### src/rtl/phase_ramp_ctrl.sv
// rtl/phase_ramp_ctrl.sv - ramps the phase-shift generator delay toward a clamped target,
// updating only on the generator period boundary so the shifted clock never glitches.
module phase_ramp_ctrl #(
   parameter int PERIOD      = 1250,
   parameter int HALF        = 625,
   parameter int RESET_DELAY = 1
) (
   input  logic               clk,
   input  logic               rst_n,
   input  logic signed [10:0] tgt_delay,
   input  logic               tgt_valid,
   output logic               tgt_ready,
   input  logic [7:0]         step_size,
   input  logic               hold,
   output logic signed [10:0] delay_out,
   output logic               sync_out,
   output logic               busy,
   output logic               at_target,
   output logic               err_clamp
);

   localparam logic [1:0] S_IDLE   = 2'd0;
   localparam logic [1:0] S_RAMP   = 2'd1;
   localparam logic [1:0] S_SETTLE = 2'd2;

   localparam logic signed [11:0] LP_MAX   = 12'(HALF);
   localparam logic signed [11:0] LP_MIN   = 12'(1 - HALF);
   localparam logic [10:0]        LP_PLAST = 11'(PERIOD - 1);

   logic [10:0]        r_pcnt;
   logic [1:0]         r_state;
   logic signed [10:0] r_delay;
   logic signed [11:0] r_tgt_q;
   logic [7:0]         r_step_q;
   logic               r_at_target;
   logic               r_err_clamp;

   logic               w_ptick;
   logic               w_accept;
   logic signed [11:0] w_tgt_ext;
   logic signed [11:0] w_clamped;
   logic               w_clamp_hit;
   logic signed [11:0] w_delay_ext;
   logic signed [11:0] w_diff;
   logic signed [11:0] w_abs_diff;
   logic signed [11:0] w_step_ext;
   logic signed [11:0] w_stepped;
   logic               w_ramp_done;

   assign w_ptick     = (r_pcnt == LP_PLAST);
   assign tgt_ready   = (r_state == S_IDLE);
   assign busy        = (r_state != S_IDLE);
   assign w_accept    = tgt_valid & tgt_ready;
   assign sync_out    = (r_pcnt == 11'd0);
   assign delay_out   = r_delay;
   assign at_target   = r_at_target;
   assign err_clamp   = r_err_clamp;
   assign w_tgt_ext   = {tgt_delay[10], tgt_delay};
   assign w_delay_ext = {r_delay[10], r_delay};
   assign w_step_ext  = {4'b0000, r_step_q};

   always_comb begin
      w_clamped = w_tgt_ext;
      if (w_tgt_ext > LP_MAX) begin
         w_clamped = LP_MAX;
      end else if (w_tgt_ext < LP_MIN) begin
         w_clamped = LP_MIN;
      end else if (w_tgt_ext == 12'sd0) begin
         w_clamped = 12'sd1;
      end
      w_clamp_hit = (w_clamped != w_tgt_ext);
   end

   // One ramp step; a step landing on 0 skips past it since 0 is not a legal delay.
   always_comb begin
      w_diff      = r_tgt_q - w_delay_ext;
      w_abs_diff  = w_diff[11] ? -w_diff : w_diff;
      w_ramp_done = (w_abs_diff <= w_step_ext);
      w_stepped   = w_diff[11] ? (w_delay_ext - w_step_ext) : (w_delay_ext + w_step_ext);
      if (w_stepped == 12'sd0) begin
         w_stepped = w_diff[11] ? -12'sd1 : 12'sd1;
      end
   end

   always_ff @(posedge clk or negedge rst_n) begin
      if (!rst_n) begin
         r_pcnt <= 11'd0;
      end else if (w_ptick) begin
         r_pcnt <= 11'd0;
      end else begin
         r_pcnt <= r_pcnt + 11'd1;
      end
   end

   always_ff @(posedge clk or negedge rst_n) begin
      if (!rst_n) begin
         r_state     <= S_IDLE;
         r_delay     <= 11'(RESET_DELAY);
         r_tgt_q     <= 12'(RESET_DELAY);
         r_step_q    <= 8'd1;
         r_at_target <= 1'b0;
         r_err_clamp <= 1'b0;
      end else begin
         r_at_target <= 1'b0;
         r_err_clamp <= w_accept & w_clamp_hit;
         case (r_state)
            S_IDLE: begin
               if (w_accept) begin
                  r_tgt_q  <= w_clamped;
                  r_step_q <= (step_size == 8'd0) ? 8'd1 : step_size;
                  r_state  <= (w_clamped == w_delay_ext) ? S_SETTLE : S_RAMP;
               end
            end
            S_RAMP: begin
               if (w_ptick && !hold) begin
                  if (w_ramp_done) begin
                     r_delay <= 11'(r_tgt_q);
                     r_state <= S_SETTLE;
                  end else begin
                     r_delay <= 11'(w_stepped);
                  end
               end
            end
            S_SETTLE: begin
               if (w_ptick) begin
                  r_at_target <= 1'b1;
                  r_state     <= S_IDLE;
               end
            end
            default: begin
               r_state <= S_IDLE;
            end
         endcase
      end
   end

endmodule

### config.mk
export PLATFORM = sky130hd
export DESIGN_NAME = phase_ramp_ctrl
export DESIGN_NICKNAME = d
export VERILOG_FILES = /design/src/rtl/phase_ramp_ctrl.sv
export SDC_FILE = /design/constraint.sdc
export NUM_CORES = 1
export LEC_CHECK = 0
export ABC_AREA = 1
export ABC_CLOCK_PERIOD_IN_PS = 11300
export CAP_MARGIN = 15
export CORE_MARGIN = 2
export CORE_UTILIZATION = 60
export CTS_CLUSTER_SIZE = 20
export DETAILED_ROUTE_END_ITERATION = 6
export HOLD_SLACK_MARGIN = 0.12
export PLACE_DENSITY = 0.82
export SLEW_MARGIN = 40
export SYNTH_ARGS = -nofsm -noshare
export SYNTH_HDL_FRONTEND = slang
export SYNTH_SLANG_ARGS = --single-unit
### constraint.sdc
create_clock -name clk -period 11.3 [get_ports clk]
set_input_delay 1.695 -clock clk [delete_from_list [all_inputs] [get_ports clk]]
set_output_delay 1.695 -clock clk [all_outputs]
set_load 0.02 [all_outputs]
==> reports/results.tsv <==
metric	value	unit
status	finished clean	
ctsHtreeMaxLevel	2	
syn2layout_area_growth	11.9	%
period_minus_slack	4.34	ns
rows	31	
hold_slack	0.513	ns
synth_xor_area_frac	0.0527	
wl_per_cell	14.3	um
slew_headroom	0.603	
power_density	86.8	nW/um^2
postSynthAreaPerCell	6.57	um^2
syn_inst	683	
max_slew.worst_pin.slew	0.595	ns
synth_top_family_by_area	simple AND/OR/NAND/NOR gates	
netlist_area	4480	um^2
drtIter0Drc	317	
grt_max_degree	46	
setup_viol	0	
nets	778	
worstPathMaxFanout	17	
skew	0.00413	ns
p_leak	0.00266	uW
tns	0	ns
dieArea	8180	um^2
grt_pass1_vias	4365	
coreArea	7250	um^2
remaining_drc_errors	0	
routed_wirelength	11.7	mm
drtPass1Iterations	5	
ys_seq_area_frac	0.252	
die_h	90.5	um
top_level_ports	39	
grtUsageTotal	0.293	
antenna_found_initial	0	
numCtsBuffers	5	
synth-adder-area-share	0.107	
path_clk_slew	0.10	ns
cp-start-kind	register	
drv_cap	0	
die_w	90.5	um
end_kind	register	
final_core_utilization	0.692	
grt.overflow.total	0	
max_freq	231	MHz
cts_setup_buffers	0	
hold_class	register to register	
numPortBuffers	38	
floorplan.initialDensity	0.618	
synth_compound_area_frac	0.0893	
ys_warn_count	0	
vias_per_cell	5.51	
route.vias.total	4508	
cts_hold_buf	0	
synth_cell_types	44	
clk_latency	0.31	ns
cts_sinks	45	
arrival	4.60	ns
cts_tree	yes	
synth-simple-area-share	0.380	
antenna_left	0	
synthMuxAreaShare	0	
ctsResizeCount	0	
dp_hpwl	9.45	mm
hold_violations	0	
synth_seq_cells	45	
rsz0062_at_grt	false	
slew_viol_final	0	
grt_pass1_wl	19.7	mm
clock_path_buffers	2	
globalplace.congestion	0.905	
period_share	0.384	
cts_root_buf	clkbuf_8	
instances_no_fill	818	
syn-num-nets	743	
power	436	uW
dp_cells	810	
criticalPathCategory	register to register	
drive_gt1_frac	0.0904	
ir_drop	0.0602	mV
required	11.56	ns
diodes	0	
[per-stage QoR]
step                      setup slack [ns]  cell area [um^2]
after CTS                             7.03              5020
after floorplan                       7.56              4480
after global placement                7.15              4920
final                                 6.96              5020
after detailed placement              7.08              4920
after global routing                  6.58              5020
[registers in the layout, summed over array words and instances (netlist names)]
signal / cells
r_tgt_q: 11
delay_out: 11
r_pcnt: 11
at_target: 1
r_step_q: 8
r_state: 2
err_clamp: 1
[placed cells by master, fill, tap and decap left out, types with 6 or more instances in the layout]
cell             netlist  final
o21ai_0               33     33
nor2_1                54     53
nand3_1               49     49
inv_1                118    118
nand4_1               22     22
a21oi_1               19     19
clkdlybuf4s50_1        0     37
dfrtp_1               42     42
xor2_1                22     22
nand3_2                6      6
nand2_1              183    183
nand2_2               26     26
nor3_1                14     14
ha_1                  35     35
[routing by layer]
metal / wire, um / vias to the layer above / global-route usage
met4: 465 / 0 / 0.118
met1: 5180 / 2084 / 0.368
li1: - / 2244 / -
met3: 507 / 35 / 0.0334
met2: 5570 / 145 / 0.515
met5: 0 / - / 0
[cells in the mapped netlist (all sizes together)]
library cell  instances  area [um^2]
or2                   3         18.8
xnor2                 5         43.8
inv                 123          462
o21ai                34          170
buf                   6         56.3
a31oi                 1         6.26
dfstp                 3         78.8
a21o                  1         7.51
o21bai                2         15.0
nand3b                3         22.5
a2111oi               1         8.76
dfrtp                42         1050
or4                   1         7.51
a21boi                1         7.51
fa                    2         40.0
nand2               211          872
nand4                23          150
clkbuf                5         18.8
xor2                 22          193
a211oi                1         7.51
o31a                  1         8.76
ha                   35          438
nor2                 59          244
o211ai                2         15.0
o31ai                 1         7.51
nor3                 14         70.1
o41ai                 1         8.76
nand3                55          305
a21oi                23          138
nor4                  2         12.5
[cell type report]
type / count / area, um^2
multi-input combinational: 504 / 2820
clock buffer: 5 / 68.8
fill: 642 / 2230
sequential: 45 / 1130
inverter: 123 / 462
timing repair buffer: 39 / 385
clock inverter: 3 / 28.8
tap: 99 / 124
[worst max-delay path, cell delays in order, from the launching register on]
cell and delay [ns]:
dfrtp_1 0.45, inv_1 0.13, ha_1 0.51, nand3_2 0.16
nand2_2 0.13, nand3_1 0.10, nand3_1 0.08, nand2_1 0.06
nand2_2 0.18, inv_2 0.18, nor2_1 0.15, xor2_1 0.20
ha_1 0.30, a21oi_1 0.25, nand2_1 0.15, nand2_1 0.08
nand2_1 0.07, nor2_1 0.11, nand3_1 0.09, nor2_1 0.10
nand3_1 0.07, nor2_1 0.16, nand3_2 0.22, nand4_1 0.17
nand3_1 0.10, nand2_1 0.08
[worst paths after layout]
| kind | from | to | slack (ns) | depth (start not counted) |
|---|---|---|---|---|
| setup / recovery | delay_out[2] | delay_out[10] | 6.96 | 25 |
| min in group asynchronous | rst_n | r_step_q[4] | 1.37 | 1 |
| setup reg to reg | delay_out[2] | delay_out[10] | 6.96 | 25 |
| max in group asynchronous | rst_n | delay_out[7] | 9.52 | 1 |
| hold reg to reg | r_pcnt[9] | r_pcnt[9] | 0.51 | 1 |
| hold / removal | r_pcnt[9] | r_pcnt[9] | 0.51 | 1 |
[power breakdown]
part	switching (uW)	internal [uW]
sequential	3.49	166
combinational	97.6	55.5
clock	66.7	46.8
total	168	268
[logic make-up (layout without fill, tap and decap cells)]
family,count (synthesis),after routing
xor gates and xnor gates,27,27
buffers and inverters,134,170
and+or+nand+nor,371,371
DFF,45,45
adders and majority gates,37,37
AOI/OAI and AO/OA,69,69
(Power assumes the default switching activity.)
